File: src/rtl/accum_calc_stack_if.sv
// Control and result bundle for the accumulator calculator core.
// The master drives the strobe and operands; the slave returns registered state.
interface accum_calc_stack_if #(
    parameter int unsigned WIDTH    = 8,
    parameter int unsigned IN_WIDTH = 3,
    parameter int unsigned DEPTH    = 4
);
    localparam int unsigned CntW = $clog2(DEPTH + 1);

    logic                en;
    logic [2:0]          op;
    logic [IN_WIDTH-1:0] operand;
    logic                sat_mode;
    logic [WIDTH-1:0]    acc;
    logic                ovf;
    logic                err;
    logic [CntW-1:0]     hist_cnt;

    modport master (
        output en, op, operand, sat_mode,
        input  acc, ovf, err, hist_cnt
    );

    modport slave (
        input  en, op, operand, sat_mode,
        output acc, ovf, err, hist_cnt
    );
endinterface

File: src/rtl/accum_calc_stack.sv
// Edge-triggered accumulator calculator with wrap/saturate arithmetic, status flags
// and a circular LIFO undo history of previous accumulator values.
module accum_calc_stack #(
    parameter int unsigned WIDTH    = 8,
    parameter int unsigned IN_WIDTH = 3,
    parameter int unsigned DEPTH    = 4
) (
    input  logic                 clock,
    input  logic                 reset,
    accum_calc_stack_if.slave    bus
);
    localparam int unsigned CntW = $clog2(DEPTH + 1);
    localparam int unsigned PtrW = (DEPTH > 1) ? $clog2(DEPTH) : 1;

    typedef enum logic [2:0] {
        OpAdd  = 3'b000,
        OpSub  = 3'b001,
        OpXor  = 3'b010,
        OpShl  = 3'b011,
        OpShr  = 3'b100,
        OpAnd  = 3'b101,
        OpLoad = 3'b110,
        OpUndo = 3'b111
    } op_e;

    logic             en_q, en_d;
    logic [WIDTH-1:0] acc_q, acc_d;
    logic             ovf_q, ovf_d;
    logic             err_q, err_d;
    logic [CntW-1:0]  cnt_q, cnt_d;
    logic [PtrW-1:0]  ptr_q, ptr_d;

    logic [WIDTH-1:0] hist_mem [DEPTH];

    logic             exec;
    logic             push;
    op_e              op_sel;
    logic [PtrW-1:0]  ptr_inc, ptr_dec;
    logic [WIDTH-1:0] x;
    logic             x_big;
    logic [WIDTH:0]   sum, diff;
    logic [WIDTH-1:0] keep_mask;
    logic [WIDTH-1:0] alu_res;
    logic             alu_ovf;

    assign exec   = bus.en & ~en_q;
    assign op_sel = op_e'(bus.op);
    assign x      = WIDTH'(bus.operand);
    assign x_big  = (x >= WIDTH'(WIDTH));

    // ptr_q always names the next free slot; when full that slot holds the oldest entry.
    assign ptr_inc = (ptr_q == PtrW'(DEPTH - 1)) ? '0 : ptr_q + PtrW'(1);
    assign ptr_dec = (ptr_q == '0) ? PtrW'(DEPTH - 1) : ptr_q - PtrW'(1);

    always_comb begin
        alu_res   = acc_q;
        alu_ovf   = 1'b0;
        sum       = {1'b0, acc_q} + {1'b0, x};
        diff      = {1'b0, acc_q} - {1'b0, x};
        keep_mask = {WIDTH{1'b1}} >> x;
        unique case (op_sel)
            OpAdd: begin
                alu_ovf = sum[WIDTH];
                alu_res = (alu_ovf && bus.sat_mode) ? '1 : sum[WIDTH-1:0];
            end
            OpSub: begin
                alu_ovf = diff[WIDTH];
                alu_res = (alu_ovf && bus.sat_mode) ? '0 : diff[WIDTH-1:0];
            end
            OpXor: alu_res = acc_q ^ x;
            OpShl: begin
                if (x_big) begin
                    alu_res = '0;
                    alu_ovf = |acc_q;
                end else begin
                    alu_res = acc_q << x;
                    alu_ovf = |(acc_q & ~keep_mask);
                end
            end
            OpShr:  alu_res = x_big ? '0 : (acc_q >> x);
            OpAnd:  alu_res = acc_q & x;
            OpLoad: alu_res = x;
            OpUndo: alu_res = acc_q;
            default: alu_res = acc_q;
        endcase
    end

    always_comb begin
        en_d  = bus.en;
        acc_d = acc_q;
        ovf_d = ovf_q;
        err_d = err_q;
        cnt_d = cnt_q;
        ptr_d = ptr_q;
        push  = 1'b0;
        if (exec) begin
            ovf_d = alu_ovf;
            err_d = 1'b0;
            if (op_sel == OpUndo) begin
                if (cnt_q == '0) begin
                    err_d = 1'b1;
                end else begin
                    acc_d = hist_mem[ptr_dec];
                    ptr_d = ptr_dec;
                    cnt_d = cnt_q - CntW'(1);
                end
            end else begin
                push  = 1'b1;
                acc_d = alu_res;
                ptr_d = ptr_inc;
                if (cnt_q != CntW'(DEPTH)) begin
                    cnt_d = cnt_q + CntW'(1);
                end
            end
        end
    end

    always_ff @(posedge clock) begin
        if (reset) begin
            en_q  <= 1'b0;
            acc_q <= '0;
            ovf_q <= 1'b0;
            err_q <= 1'b0;
            cnt_q <= '0;
            ptr_q <= '0;
        end else begin
            en_q  <= en_d;
            acc_q <= acc_d;
            ovf_q <= ovf_d;
            err_q <= err_d;
            cnt_q <= cnt_d;
            ptr_q <= ptr_d;
        end
    end

    // Storage needs no reset: validity is tracked entirely by cnt_q.
    always_ff @(posedge clock) begin
        if (push) begin
            hist_mem[ptr_q] <= acc_q;
        end
    end

    assign bus.acc      = acc_q;
    assign bus.ovf      = ovf_q;
    assign bus.err      = err_q;
    assign bus.hist_cnt = cnt_q;
endmodule

File: src/flat_wrapper.sv
// flat-port wrapper written by rule: the top's interface ports become plain ports
module accum_calc_stack_flat 
#(
    parameter int unsigned WIDTH    = 8,
    parameter int unsigned IN_WIDTH = 3,
    parameter int unsigned DEPTH    = 4
)
  (clock, reset, bus_en, bus_op, bus_operand, bus_sat_mode, bus_acc, bus_ovf, bus_err, bus_hist_cnt);
  accum_calc_stack_if #(.WIDTH(WIDTH), .IN_WIDTH(IN_WIDTH), .DEPTH(DEPTH)) bus_i ();
  input  logic clock;
  input  logic reset;
  input wire logic [$bits(bus_i.en)-1:0] bus_en;
  input wire logic [$bits(bus_i.op)-1:0] bus_op;
  input wire logic [$bits(bus_i.operand)-1:0] bus_operand;
  input wire logic [$bits(bus_i.sat_mode)-1:0] bus_sat_mode;
  output wire logic [$bits(bus_i.acc)-1:0] bus_acc;
  output wire logic [$bits(bus_i.ovf)-1:0] bus_ovf;
  output wire logic [$bits(bus_i.err)-1:0] bus_err;
  output wire logic [$bits(bus_i.hist_cnt)-1:0] bus_hist_cnt;
  assign bus_i.en = bus_en;
  assign bus_i.op = bus_op;
  assign bus_i.operand = bus_operand;
  assign bus_i.sat_mode = bus_sat_mode;
  assign bus_acc = bus_i.acc;
  assign bus_ovf = bus_i.ovf;
  assign bus_err = bus_i.err;
  assign bus_hist_cnt = bus_i.hist_cnt;
  accum_calc_stack #(.WIDTH(WIDTH), .IN_WIDTH(IN_WIDTH), .DEPTH(DEPTH)) u_core (.clock(clock), .reset(reset), .bus(bus_i));
endmodule
File: config.mk
export PLATFORM = sky130hd
export DESIGN_NAME = accum_calc_stack_flat
export DESIGN_NICKNAME = d
export VERILOG_FILES = /design/src/rtl/accum_calc_stack_if.sv /design/src/rtl/accum_calc_stack.sv /design/src/flat_wrapper.sv
export SDC_FILE = /design/constraint.sdc
export NUM_CORES = 1
export LEC_CHECK = 0
export ABC_AREA = 1
export CAP_MARGIN = 20
export CORE_UTILIZATION = 50
export DETAILED_ROUTE_END_ITERATION = 6
export PLACE_DENSITY = 0.8
export SLEW_MARGIN = 30
export SYNTH_ARGS = -nofsm -noshare
export SYNTH_HDL_FRONTEND = slang
export SYNTH_SLANG_ARGS = --single-unit
File: constraint.sdc
create_clock -name clock -period 2 [get_ports clock]
set_input_delay 0.4 -clock clock [delete_from_list [all_inputs] [get_ports clock]]
set_output_delay 0.4 -clock clock [all_outputs]
set_load 0.005 [all_outputs]
After elaboration in Yosys (flattened, before gate mapping)
Memory sizes are Yosys's and may differ from the RTL's.
Cells that the tools add are included.
- register bits: 16
- RAM bits: 32
- output and inout bits: 13
- memories kept: 1
- add/subtract/negate cells: 6
- magnitude comparators: 1
- equal/unequal tests: 10
- shift-type cells: 3
- multiplexer cells: 22
- bitwise operators: 6
- reduce and logical (&&, ||, !) cells: 10
- memories (memory ; words ; bits a word ; rd ports ; clocked after memory_dff ; write ports ; line ; source):
    u_core.hist_mem ; 4 ; 8 ; 1 ; 0 ; 1 ; accum_calc_stack.sv:33 ; logic [WIDTH-1:0] hist_mem [DEPTH];
- operators with widths (cell ; count):
    $pmux 8 s7 ; 1
    $mux 8 ; 6
    $reduce_or 8->1 ; 2
    $eq 3x3->1 const B ; 4
    $add 8x3->9 ; 1
    $mux 3 ; 3
    $sub 8x3->9 ; 1
    $and 8x3->8 ; 1
    $and 8x8->8 ; 1
    $mux 2 ; 4
    $not 8->8 ; 1
    $shl 8x3->8 ; 1
    $shr 8x3->8 ; 1
    $shr 8x3->8 const A ; 1
    $xor 8x3->8 ; 1
    $mux 1 ; 7
    $eq 3x2->1 const B ; 2
    $logic_not 3->1 ; 2
    $ge 3x4->1 const B ; 1
    $add 3x1->3 const B ; 1
    $eq 3x1->1 const B ; 1
    $ne 3x3->1 const B ; 1
    $pmux 1 s3 ; 1
    $reduce_and 3->1 ; 1
    11 further kinds ; 12

Longest topological paths before layout
- word-level depth: 6
- gate-level depth with buffers: 15
- gate-level depth less buffers: 13

Least setup slack after synthesis
No wires, ideal clock.
- path type: input -> register
- from: in bus_operand[1]
- to: reg u_core.acc_q[0] (netlist: u_core.bus.acc[0])
- setup time: 119 ps
- data arrival time: 1918 ps
- data required time: 1881 ps
- setup slack: -38 ps
- stages on the path: 12
- cell sequence: buf_2 > inv_2 > buf_4 > fa_1 > nand2_2 > nand2_2 > nor2_2 > a21oi_4 > o21ai_1 > nand2_1 > nand2_1 > a21oi_1
- cells in the longest elaborated chain, start to end: 5
- elaborated cells on any way between the ends: 13
- those cells by class: 2 x add/sub; 1 x order compare; 2 x shift; 6 x mux; 2 x reduce/logical
- ends and longest elaborated chain (item ; line ; source):
    start, declared ; flat_wrapper.sv:14 ; input wire logic [$bits(bus_i.operand)-1:0] bus_operand;
    $sub 8x3->9 or $add 8x3->9 (tied branches) ; accum_calc_stack.sv:59, accum_calc_stack.sv:58 ;
    $logic_and 1x1->1 (on tied branches) ; accum_calc_stack.sv:68, accum_calc_stack.sv:64 ;
    $mux 8 (on tied branches) ; accum_calc_stack.sv:68, accum_calc_stack.sv:64 ;
    $pmux 8 s7 (*) ; accum_calc_stack.sv:61 ; unique case (op_sel)
    $mux 8 (*) ; accum_calc_stack.sv:99 ; if (op_sel == OpUndo) begin
    end signal, assigned ; accum_calc_stack.sv:121 ; acc_q <= '0;
    end signal, assigned ; accum_calc_stack.sv:128 ; acc_q <= acc_d;
    end, declared ; accum_calc_stack.sv:27 ; logic [WIDTH-1:0] acc_q, acc_d;
Mark *: on every way between the ends. The rest lies on a longest branch, timed or not.
A chain may end at the register's enable or synchronous reset.

Worst setup path in the final report
- from: in bus_operand[2]
- to: reg u_core.acc_q[2] (netlist: u_core.bus.acc[2])
The elaborated chain is that of the path after synthesis.

==> summary.md <==
| Metric | Value |
|---|---|
| Share of cells above drive strength 1 | 20.9% |
| Largest net degree at the start of global routing | 18 |
| Slew Viols, Final | 0 |
| Worst-path clk slew | about 80 ps |
| Tightest Pin Transition | 787 ps |
| Area occupied by multi-input gates | ~1800 µm² |
| Worst vdd ir | around 0.37 mV |
| Pleak | 1.78 nW |
| Clock skew | ~11 ps |
| Dominant cell type by area after synthesis | edfxtp_1 |
| Total track usage | between 20% and 30% |
| Cell count after placement | 584 |
| Power Total | 2.81 mW |
| Die X | 84.2 µm |
| Reg2reg end | u_core.bus.acc[2]$_SDFFE_PP0P_ |
| Final core occ | about 64% |
| Syn_nets | a little under 500 |
| Ranking of synthesized cells by area | edfxtp_1, nand2_1, dfxtp_1, nand3_1, nor2_1 |
| CORE AREA | between 6000 and 7000 µm² |
| Endpoint type of the worst setup path | flip-flop |
| CTS tree | built |
| Ports | 23 |
| Crit-path cells | clkdlybuf4s50_1 -> inv_2 -> ha_4 -> nand2_2 -> nand2_2 -> nor2_4 -> a21oi_4 -> nand3_2 -> nand3_1 -> nand2_1 -> a21oi_2 |
| CP arrival | 2160 ps |
| DRT antenna net count | 0 |
| Most used cell, CP | nand2_2 |
| Setup WS pre-CTS | -431 ps |
| Setup crit start kind | input pin |
| Starting DRT DRC Count | 240 |
| Pwr/cell area | 686 nW/µm² |
| RSZ-0062 raised after global routing | true |
| H-tree Lvls | 2 |
| Synth top area share | roughly 28% |
| Root Buffer | clkbuf_8 |
| Slowest CP cell | clkdlybuf4s50_1 |
| Most frequent cells after synthesis | nand2_1, nand3_1, nor2_1 |
| Layout fillers | approximately 550 |
| Global-route wire length before repair | approximately 15000 µm |
| Worst R2R Setup Slack | 80 ps |
| Slowest stage delay, CP | ~490 ps |
| DP HPWL | about 6800 µm |
| Worst skew pair latency | 300 ps |
| Violated checks | design-rule violations |
| # setup viols final | 0 |
| Hold path startpoint | u_core.bus.hist_cnt[2]$_SDFFE_PP0P_ |
| Maximum clock frequency | 0.518 GHz |
| TritonCTS Sinks | 48 |
| Layout area overhead | 21.1% |
| R2R Path Start | u_core.bus.acc[0]$_SDFFE_PP0P_ |
| DRC | 2 |
| Most numerous cell in the Yosys netlist | nand2_1 |
| Vias/cell | around 5.5 |
| Post-Route WL | just over 9000 µm |
| Setup TNS | 0 ps |
| CTS buffer count | 5 |
| Initial antenna violation count | 0 |
| Relative slew slack | 47.4% |
| Final GP Congestion | ~0.98 |
| I/O Buffers | 22 |
| Crit Path Category | input pin to flip-flop |
| GR Overflow Total | 0 |
| Pre-Repair DR Iteration Count | 6 |
| Antenna cell count | 0 |
| Final setup margin | 70.0 ps |
| Full die area | ~7100 µm² |
| CP Max Fanout | 7 |
| Synth Instances | 462 |
| Post-synth EDFFs | 32 |
| MaxCap Viol Count | 0 |
| Routed len/inst | around 15 µm |
| Hold Fails Final Rpt | 0 |
| Nets | 540 |
| Hold crit path type | flip-flop to flip-flop |
| Initial Utilization | a little over half |
| CTS max path bufs | 2 |
| Chip Height | 84.2 µm |
| Sequential cell area | approximately 1300 µm² |
| Non-Filler Instances | 594 |
| Register area share after synthesis | approximately 38% |
| Synth warn | 0 |
| Synthesized area per cell | 7.31 µm² |
| Critical Path RT | around 2200 ps |
| Outcome | complete, but fails checks |
| Final min period | 1930 ps |
| Rows | 29 |
| Via count | between 3000 and 4000 |
| Main synth FF type | edfxtp_1 |
| Cell variety after synth | 34 |
| Period utilization | 96.5% |
| Hold path endpoint | u_core.bus.hist_cnt[2]$_SDFFE_PP0P_ |
| R2R depth | 12 |
| Asr flop ratio synth | 0% |
| Cell area after layout | roughly 4100 µm² |
| Placed cell areas | roughly 3900 µm² |
| Vias in the first global route | just over 3000 |
| Area of the mapped netlist | between 3000 and 4000 µm² |
| Hold path depth | 2 |
| Seq cells post-synth | 48 |
| Hold WS | ~540 ps |
## flip-flops by register name, summed over array words and instances (netlist names)
signal               cells
u_core.bus.acc           8
u_core.bus.err           1
u_core.bus.hist_cnt      3
u_core.bus.ovf           1
u_core.en_q              1
u_core.hist_mem         32
u_core.ptr_q             2
## metal layers
metal  GRT usage (%)  routed length (µm)  vias up
met5               0                   0        -
met3            3.34                 402       17
li1                -                   -     1635
met2            46.6                4620       82
met1            33.0                3830     1527
met4            8.93                 207        0
## cells by family (layout without fill, tap and decap cells)
family	Yosys count	in the layout	synth area share [%]
flops	48	48	37.9
compound gates	74	74	12.3
buf+inv	77	132	9.74
xor+xnor	8	8	2.07
simple gates	241	241	32.1
fa+ha+maj	14	14	5.85
## area by class of cell
type,instances,area share [%]
Tap cell,77,2.35
Multi-Input combinational cell,337,44.2
Inverter,60,5.50
Timing Repair Buffer,64,13.1
Clock buffer,5,1.68
Sequential cell,48,31.5
Clock inverter,3,1.68
## worst max-delay path by stage
stage | end | slack [ps] | startpoint | cells past startpoint
after global placement | u_core.bus.acc[0]$_SDFFE_PP0P_ | -350 | bus_operand[0] | 12
final | u_core.bus.acc[2]$_SDFFE_PP0P_ | 70 | bus_operand[2] | 11
after CTS | bus_acc[1] | 3 | u_core.bus.acc[1]$_SDFFE_PP0P_ | 2
after floorplan | u_core.bus.acc[0]$_SDFFE_PP0P_ | 1 | bus_operand[1] | 12
after global routing | u_core.bus.acc[2]$_SDFFE_PP0P_ | -30 | u_core.bus.acc[0]$_SDFFE_PP0P_ | 12
after detailed placement | u_core.bus.acc[4]$_SDFFE_PP0P_ | -430 | bus_operand[0] | 12
## worst max-delay path, delay by kind of cell
family | cells | cell delay, ps
adders and majority gates | 1 | 290
and+or+nand+nor | 6 | 540
AOI/OAI and AO/OA | 2 | 380
buffers and inverters | 2 | 550
## repair_timing
| item | 4_1_cts | 5_1_grt |
|---|---|---|
| setup endpoints to repair | 8 | 12 |
| buffers inserted | 1 | 1 |
| hold buffers | 0 | 0 |
| pin swaps | 1 | 4 |
| resized for setup | 4 | 17 |
| gates cloned | 0 | 0 |
## layout by cell type (no fill, tap or decap), types with 6 or more instances in the layout
master / netlist / final
nor2_1: 49 / 49
nand2_2: 4 / 7
nand2_1: 105 / 102
inv_2: 18 / 22
clkdlybuf4s50_1: 0 / 21
inv_1: 41 / 37
dfxtp_1: 16 / 12
xor2_1: 6 / 6
edfxtp_1: 32 / 32
a21oi_2: 5 / 6
buf_4: 6 / 42
ha_1: 11 / 10
a21oi_1: 21 / 20
o21ai_0: 27 / 25
nand3_1: 60 / 59
nand4_1: 7 / 7
o21ai_1: 14 / 15
## where the power goes
part           total, mW  switching (mW)  leakage, nW  internal, mW
registers           1.19          0.0647        0.432          1.12
clock network      0.840           0.336       0.0687         0.503
logic              0.778           0.456         1.28         0.322
No activity file was read; power rests on OpenSTA's default activity.
